**config.mk**
```make
export PLATFORM = sky130hd
export DESIGN_NAME = dmem_arbiter
export DESIGN_NICKNAME = d
export VERILOG_FILES = /design/src/rtl/dmem_arbiter.sv
export SDC_FILE = /design/constraint.sdc
export NUM_CORES = 1
export LEC_CHECK = 0
export ABC_AREA = 0
export BUFFER_PORTS_ARGS = -buffer_cell sky130_fd_sc_hd__buf_2
export CAP_MARGIN = 20
export CORE_ASPECT_RATIO = 0.9
export CORE_MARGIN = 2
export CORE_UTILIZATION = 43
export CTS_BUF_LIST = sky130_fd_sc_hd__clkbuf_4 sky130_fd_sc_hd__clkbuf_8
export CTS_CLUSTER_SIZE = 28
export DETAILED_ROUTE_END_ITERATION = 16
export GPL_TIMING_DRIVEN = 0
export PLACE_DENSITY = 0.79
export RECOVER_POWER = 50
export SYNTH_ARGS = -nofsm -noshare
export SYNTH_HDL_FRONTEND = slang
export SYNTH_SLANG_ARGS = --single-unit
```
**constraint.sdc**
```tcl
create_clock -name clk -period 1.3 [get_ports clk]
set_clock_uncertainty 0.15 [all_clocks]
set_input_delay 0.13 -clock clk [delete_from_list [all_inputs] [get_ports clk]]
set_output_delay 0.13 -clock clk [all_outputs]
set_load 0.01 [all_outputs]
```
**src/rtl/dmem_arbiter.sv**
```systemverilog
// -----------------------------------------------------------------------------
// dmem_arbiter
//
// Shares one single-port data memory between the pipeline MEM stage (CPU port)
// and a debug/loader port (DBG port). Every access is a three-cycle
// transaction: accept (IDLE), memory strobe (SERVE), acknowledge (ACK).
// Arbitration is round-robin between the two ports. Misaligned and
// out-of-range addresses never strobe the memory. They complete with err set.
//
// Parameters
//   WORDS   depth of the attached memory in 32-bit words
//   ADDR_W  byte-address width
//   DATA_W  data width
//
// Ports
//   clk, rst_n          clock, synchronous active-low reset
//   cpu_req/we/addr/wdata  CPU request, held stable until cpu_ack
//   cpu_rdata           registered read data, valid from the ack cycle on
//   cpu_ack, cpu_err    one-cycle completion pulse, error flag with it
//   cpu_stall           cpu_req & ~cpu_ack, freezes the pipeline
//   dbg_*               debug port, same meaning as the CPU port (no stall)
//   mem_read/mem_write  DataMemory MemRead / MemWrite strobes
//   mem_addr/mem_wdata  DataMemory RWAddress / DataIn
//   mem_rdata           DataMemory DataOut (combinational read path)
// -----------------------------------------------------------------------------
module dmem_arbiter #(
   parameter int WORDS  = 14,
   parameter int ADDR_W = 32,
   parameter int DATA_W = 32
) (
   input  logic              clk,
   input  logic              rst_n,

   input  logic              cpu_req,
   input  logic              cpu_we,
   input  logic [ADDR_W-1:0] cpu_addr,
   input  logic [DATA_W-1:0] cpu_wdata,
   output logic [DATA_W-1:0] cpu_rdata,
   output logic              cpu_ack,
   output logic              cpu_err,
   output logic              cpu_stall,

   input  logic              dbg_req,
   input  logic              dbg_we,
   input  logic [ADDR_W-1:0] dbg_addr,
   input  logic [DATA_W-1:0] dbg_wdata,
   output logic [DATA_W-1:0] dbg_rdata,
   output logic              dbg_ack,
   output logic              dbg_err,

   output logic              mem_read,
   output logic              mem_write,
   output logic [ADDR_W-1:0] mem_addr,
   output logic [DATA_W-1:0] mem_wdata,
   input  logic [DATA_W-1:0] mem_rdata
);

   typedef enum logic [1:0] {
      S_IDLE  = 2'd0,
      S_SERVE = 2'd1,
      S_ACK   = 2'd2
   } state_t;

   typedef enum logic {
      PORT_CPU = 1'b0,
      PORT_DBG = 1'b1
   } port_t;

   // First word index beyond the memory, at address width.
   localparam logic [ADDR_W-1:0] WORDS_LIMIT = ADDR_W'(WORDS);

   state_t            state_q, state_d;
   port_t             last_q, last_d;
   port_t             port_q, port_d;
   logic              we_q, we_d;
   logic              err_q, err_d;
   logic [ADDR_W-1:0] addr_q, addr_d;
   logic [DATA_W-1:0] wdata_q, wdata_d;
   logic [DATA_W-1:0] cpu_rdata_q, cpu_rdata_d;
   logic [DATA_W-1:0] dbg_rdata_q, dbg_rdata_d;
   logic              cpu_ack_q, cpu_ack_d;
   logic              dbg_ack_q, dbg_ack_d;
   logic              cpu_err_q, cpu_err_d;
   logic              dbg_err_q, dbg_err_d;

   // Winner of the current arbitration and its request fields.
   port_t             grant;
   logic              sel_we;
   logic [ADDR_W-1:0] sel_addr;
   logic [DATA_W-1:0] sel_wdata;
   logic              sel_err;

   // ---------------------------------------------------------------------------
   // Round-robin arbitration: on a tie the port not served last wins.
   // ---------------------------------------------------------------------------
   always_comb begin
      grant = PORT_CPU;
      if (cpu_req && dbg_req) begin
         grant = (last_q == PORT_CPU) ? PORT_DBG : PORT_CPU;
      end else if (dbg_req) begin
         grant = PORT_DBG;
      end

      sel_we    = (grant == PORT_DBG) ? dbg_we    : cpu_we;
      sel_addr  = (grant == PORT_DBG) ? dbg_addr  : cpu_addr;
      sel_wdata = (grant == PORT_DBG) ? dbg_wdata : cpu_wdata;
      sel_err   = (sel_addr[1:0] != 2'b00) || ((sel_addr >> 2) >= WORDS_LIMIT);
   end

   // ---------------------------------------------------------------------------
   // Next-state and register-input logic.
   // ---------------------------------------------------------------------------
   always_comb begin
      // NOTE: every signal assigned here gets its default first, so no path
      // leaves one unassigned and no latch is inferred.
      state_d     = state_q;
      last_d      = last_q;
      port_d      = port_q;
      we_d        = we_q;
      err_d       = err_q;
      addr_d      = addr_q;
      wdata_d     = wdata_q;
      cpu_rdata_d = cpu_rdata_q;
      dbg_rdata_d = dbg_rdata_q;
      cpu_ack_d   = 1'b0;
      dbg_ack_d   = 1'b0;
      cpu_err_d   = 1'b0;
      dbg_err_d   = 1'b0;

      unique case (state_q)
         S_IDLE: begin
            if (cpu_req || dbg_req) begin
               port_d  = grant;
               last_d  = grant;
               we_d    = sel_we;
               addr_d  = sel_addr;
               wdata_d = sel_wdata;
               err_d   = sel_err;
               state_d = S_SERVE;
            end
         end

         S_SERVE: begin
            // Reads capture the memory output; an illegal read returns zero.
            if (!we_q) begin
               if (port_q == PORT_CPU) begin
                  cpu_rdata_d = err_q ? '0 : mem_rdata;
               end else begin
                  dbg_rdata_d = err_q ? '0 : mem_rdata;
               end
            end
            cpu_ack_d = (port_q == PORT_CPU);
            dbg_ack_d = (port_q == PORT_DBG);
            cpu_err_d = (port_q == PORT_CPU) && err_q;
            dbg_err_d = (port_q == PORT_DBG) && err_q;
            state_d   = S_ACK;
         end

         // The requester's req is still high from the finished access here,
         // so arbitrating now would serve it twice.
         S_ACK: state_d = S_IDLE;

         default: state_d = S_IDLE;
      endcase
   end

   // ---------------------------------------------------------------------------
   // State registers. Reset wins over every _d, so an access aborted in SERVE
   // neither captures data nor acknowledges.
   // ---------------------------------------------------------------------------
   always_ff @(posedge clk) begin
      // NOTE: non-blocking assignments only in clocked blocks, so every flop
      // samples the pre-edge value of the others.
      if (!rst_n) begin
         state_q     <= S_IDLE;
         last_q      <= PORT_DBG;
         port_q      <= PORT_CPU;
         we_q        <= 1'b0;
         err_q       <= 1'b0;
         addr_q      <= '0;
         wdata_q     <= '0;
         cpu_rdata_q <= '0;
         dbg_rdata_q <= '0;
         cpu_ack_q   <= 1'b0;
         dbg_ack_q   <= 1'b0;
         cpu_err_q   <= 1'b0;
         dbg_err_q   <= 1'b0;
      end else begin
         state_q     <= state_d;
         last_q      <= last_d;
         port_q      <= port_d;
         we_q        <= we_d;
         err_q       <= err_d;
         addr_q      <= addr_d;
         wdata_q     <= wdata_d;
         cpu_rdata_q <= cpu_rdata_d;
         dbg_rdata_q <= dbg_rdata_d;
         cpu_ack_q   <= cpu_ack_d;
         dbg_ack_q   <= dbg_ack_d;
         cpu_err_q   <= cpu_err_d;
         dbg_err_q   <= dbg_err_d;
      end
   end

   // ---------------------------------------------------------------------------
   // Outputs. The strobes are gated with rst_n directly so a write in flight
   // when reset arrives never reaches the memory.
   // ---------------------------------------------------------------------------
   assign mem_read  = (state_q == S_SERVE) && !we_q && !err_q && rst_n;
   assign mem_write = (state_q == S_SERVE) &&  we_q && !err_q && rst_n;
   assign mem_addr  = addr_q;
   assign mem_wdata = wdata_q;

   assign cpu_rdata = cpu_rdata_q;
   assign cpu_ack   = cpu_ack_q;
   assign cpu_err   = cpu_err_q;
   assign cpu_stall = cpu_req && !cpu_ack_q;

   assign dbg_rdata = dbg_rdata_q;
   assign dbg_ack   = dbg_ack_q;
   assign dbg_err   = dbg_err_q;

endmodule

```
==> flow_summary.ini <==
[outcome]
outcome = finished with violations
violations = setup timing

[layout]
syn2layout_area_growth_pct = 90.54
stdcell_area_um2 = 11640
diodes = 0
drive_above_1_share_pct = 46.97
nets = 1358

[sta]
min_period_ps = 1859
timing.final.crit_share_pct = 143.0
tightest_slew_ps = 639.5
hold_viol = 0
finalSetupViolCount = 139
drv_slew = 0
fmax_mhz = 538.0
timing.final.ws_setup_ps = -558.7
max-slew-margin-rel_pct = 56.97
rsz0062_at_grt = true
hold_ws_ps = 109.4

[placement]
placed_cell_area_um2 = 7915
gp_congestion = 0.8642
portBuffers = 299
hpwl_um = 14340

[route]
drt_iter0_markers = 928
vias = 8123
drc = 0
routed_via_density = 5.819
wl_per_cell_um = 23.29
wirelength_um = 32510
ant_nets = 0
dr.pass1.iters = 6

[yosys]
synth.top_cell.area_share_pct = 45.24
syn_inst = 664
ys_ff_latch = 138
synth_common_cells = nand2_1, dfxtp_1, mux2i_1
yosysMostFrequentCell = nand2_1
synth_area_leaders = dfxtp_1, nand2_1, mux2i_1
ys.flop_type = dfxtp_1
ys_seq_area_share_pct = 45.24
syn_area_per_cell_um2 = 9.197
yosys_warnings = 0
yosys.cell_types.count = 31
synth_top_area_cell = dfxtp_1
synthesis.area_um2 = 6107
async_flop_share_pct = 0
synth_edf_count = 0
synth.net_count = 830

[clocking]
htreeDepth = 4
clk_latency_ps = 470
cts_buffers = 17
cts_tree = done
cts_root_buf = clkbuf_8
cts_sinks = 138
cts_max_path_buffers = 2
clkTransAtPathRegs_ps = 70

[global_route]
grt_pass1_wl_um = 41890
overflow = 0
grt_pass1_vias = 7867
antenna_found_initial = 0
track_usage_pct = 36.27
grt_start_max_net_pins = 17

[worst_setup_path]
cp.required_ps = 1500
worst_path_most_repeated_cell = buf_12
ff2ff_setup_slack_ps = -560
critPathMaxStageDelay_ps = 410
critPathKind = flip-flop to flip-flop
worstSetupEndpoint = mem_addr[14]
worstPathArrival_ps = 2060
cp-end-kind = flip-flop
worstSetupPathDepth = 7
critical-path-top-delay-family = buffers and inverters
r2r-start = last_q
path_buf_inv = 3
start_kind = flip-flop
rr_endpoint = mem_addr[14]
startpoint = last_q
cp_max_fo = 6
crit_chain = a21boi_2 -> buf_6 -> buf_12 -> buf_12 -> mux2i_1 -> nand2_2 -> o211a_1
critPathSlowestCell = mux2i_1
reg2reg_depth = 7

[floorplan]
core_um2 = 13950
ios = 301
die-area_um2 = 15170
die-height_um = 117.1
start_util_pct = 43.77
row_count = 41
die_w_um = 129.6

[pwr]
powerDensity_nw_per_um2 = 1042
p_sw_mw = 3.805
peakVddDrop_mv = 0.7966
pwr-share-clk_pct = 29.6
switching_share_pct = 31.38
p_int_mw = 8.320
leakage_nw = 5.877
combPwrFrac_pct = 30.8
pwr-share-seq_pct = 39.6

[run]
max-cap-violations = 0

[hold_path]
hp-class = input pin to flip-flop
hold_start = dbg_addr[20]
[placed cells by master (no fill, tap or decap), types with 15 or more instances in the layout]
| cell | instances |
|---|---|
| dfxtp_1 | 122 |
| a21boi_1 | 41 |
| nor2b_1 | 34 |
| o211a_1 | 65 |
| nand2_2 | 34 |
| buf_12 | 19 |
| mux2i_2 | 18 |
| clkbuf_8 | 22 |
| mux2i_1 | 40 |
| a21boi_2 | 24 |
| nand2_4 | 33 |
| buf_2 | 298 |
| dlygate4sd3_1 | 164 |
| buf_6 | 28 |
| buf_8 | 15 |
| nand2_1 | 131 |
[layout make-up]
cell class / count / area (um^2)
Timing Repair Buffer: 516 / 3970
Multi-Input combinational cell: 468 / 3661
Sequential cell: 138 / 2793
Fill cell: 685 / 2317
Buffer: 50 / 581.8
Clock buffer: 22 / 290.3
Tap cell: 193 / 241.5
Clock inverter: 8 / 95.09
Inverter: 1 / 3.754
[worst min path at each step]
| stage | end | slack (ps) | cells after the start |
|---|---|---|---|
| after floorplan | last_q | 190 | 2 |
| after global placement | cpu_rdata[4] | 290 | 2 |
| after detailed placement | cpu_rdata[20] | 290 | 2 |
| after CTS | cpu_ack | 50 | 4 |
| after global routing | err_q | 80 | 5 |
| final | err_q | 110 | 5 |
[power groups by stage]
stage	clock network, mW	logic, mW	registers (mW)
6_report	3.59	3.73	4.80
2_1_floorplan	0	1.06	4.92
4_1_cts	3.51	3.10	4.72
5_1_grt	3.74	3.84	4.80
3_3_place_gp	0	2.06	4.79
3_5_place_dp	0	2.09	4.80
[per-stage QoR]
step	power, mW	util (%)	TNS, ps	worst slack (ps)	std cells
6_report	12.12	83.39	-40690	-558.7	1396
5_1_grt	12.38	83.39	-45880	-607.2	1396
4_1_cts	11.33	79.58	-34170	-380.4	1393
3_5_place_dp	6.883	56.73	-52220	-601.0	1156
3_3_place_gp	6.848	56.73	-50040	-617.1	1156
2_1_floorplan	5.987	-	-6638	-130.8	664
[state kept, by name (all words and copies together), names as in the netlist]
register	cells
dbg_err	1
err_q	1
cpu_err	1
dbg_rdata	32
cpu_rdata	32
state_q	2
mem_addr	32
we_q	1
last_q	1
port_q	1
mem_wdata	32
cpu_ack	1
dbg_ack	1
[worst register-to-register path, stage by stage (launching register included)]
cell and delay, ps:
dfxtp_2 330, a21boi_2 140, buf_6 160, buf_12 150, buf_12 140, mux2i_1 410
nand2_2 120, o211a_1 150
[kinds of logic (layout without fill, tap and decap cells)]
group	Yosys count	after routing	share of synthesized area, %
buf+inv	58	597	5.450
simple gates	267	267	19.24
mux	66	66	10.82
compound gates	135	135	19.26
flops	138	138	45.24
[metal layers]
metal | vias to the layer above | track usage [%] | wire length (um)
li1 | 3344 | - | -
met1 | 3729 | 39.26 | 10720
met2 | 780 | 63.39 | 15530
met3 | 270 | 9.818 | 3417
met4 | 0 | 22.72 | 2844
met5 | - | 0 | 0
[timing repair]
item / CTS / global route
endpoints found under the setup margin: 136 / 143
hold endpoints to repair: 130 / 0
setup buffers: 27 / 12
gates resized for setup: 120 / 190
pin swaps: 29 / 61
hold buffers: 164 / 0
cloned: 18 / 5
Power figures use the tool's default switching activity.
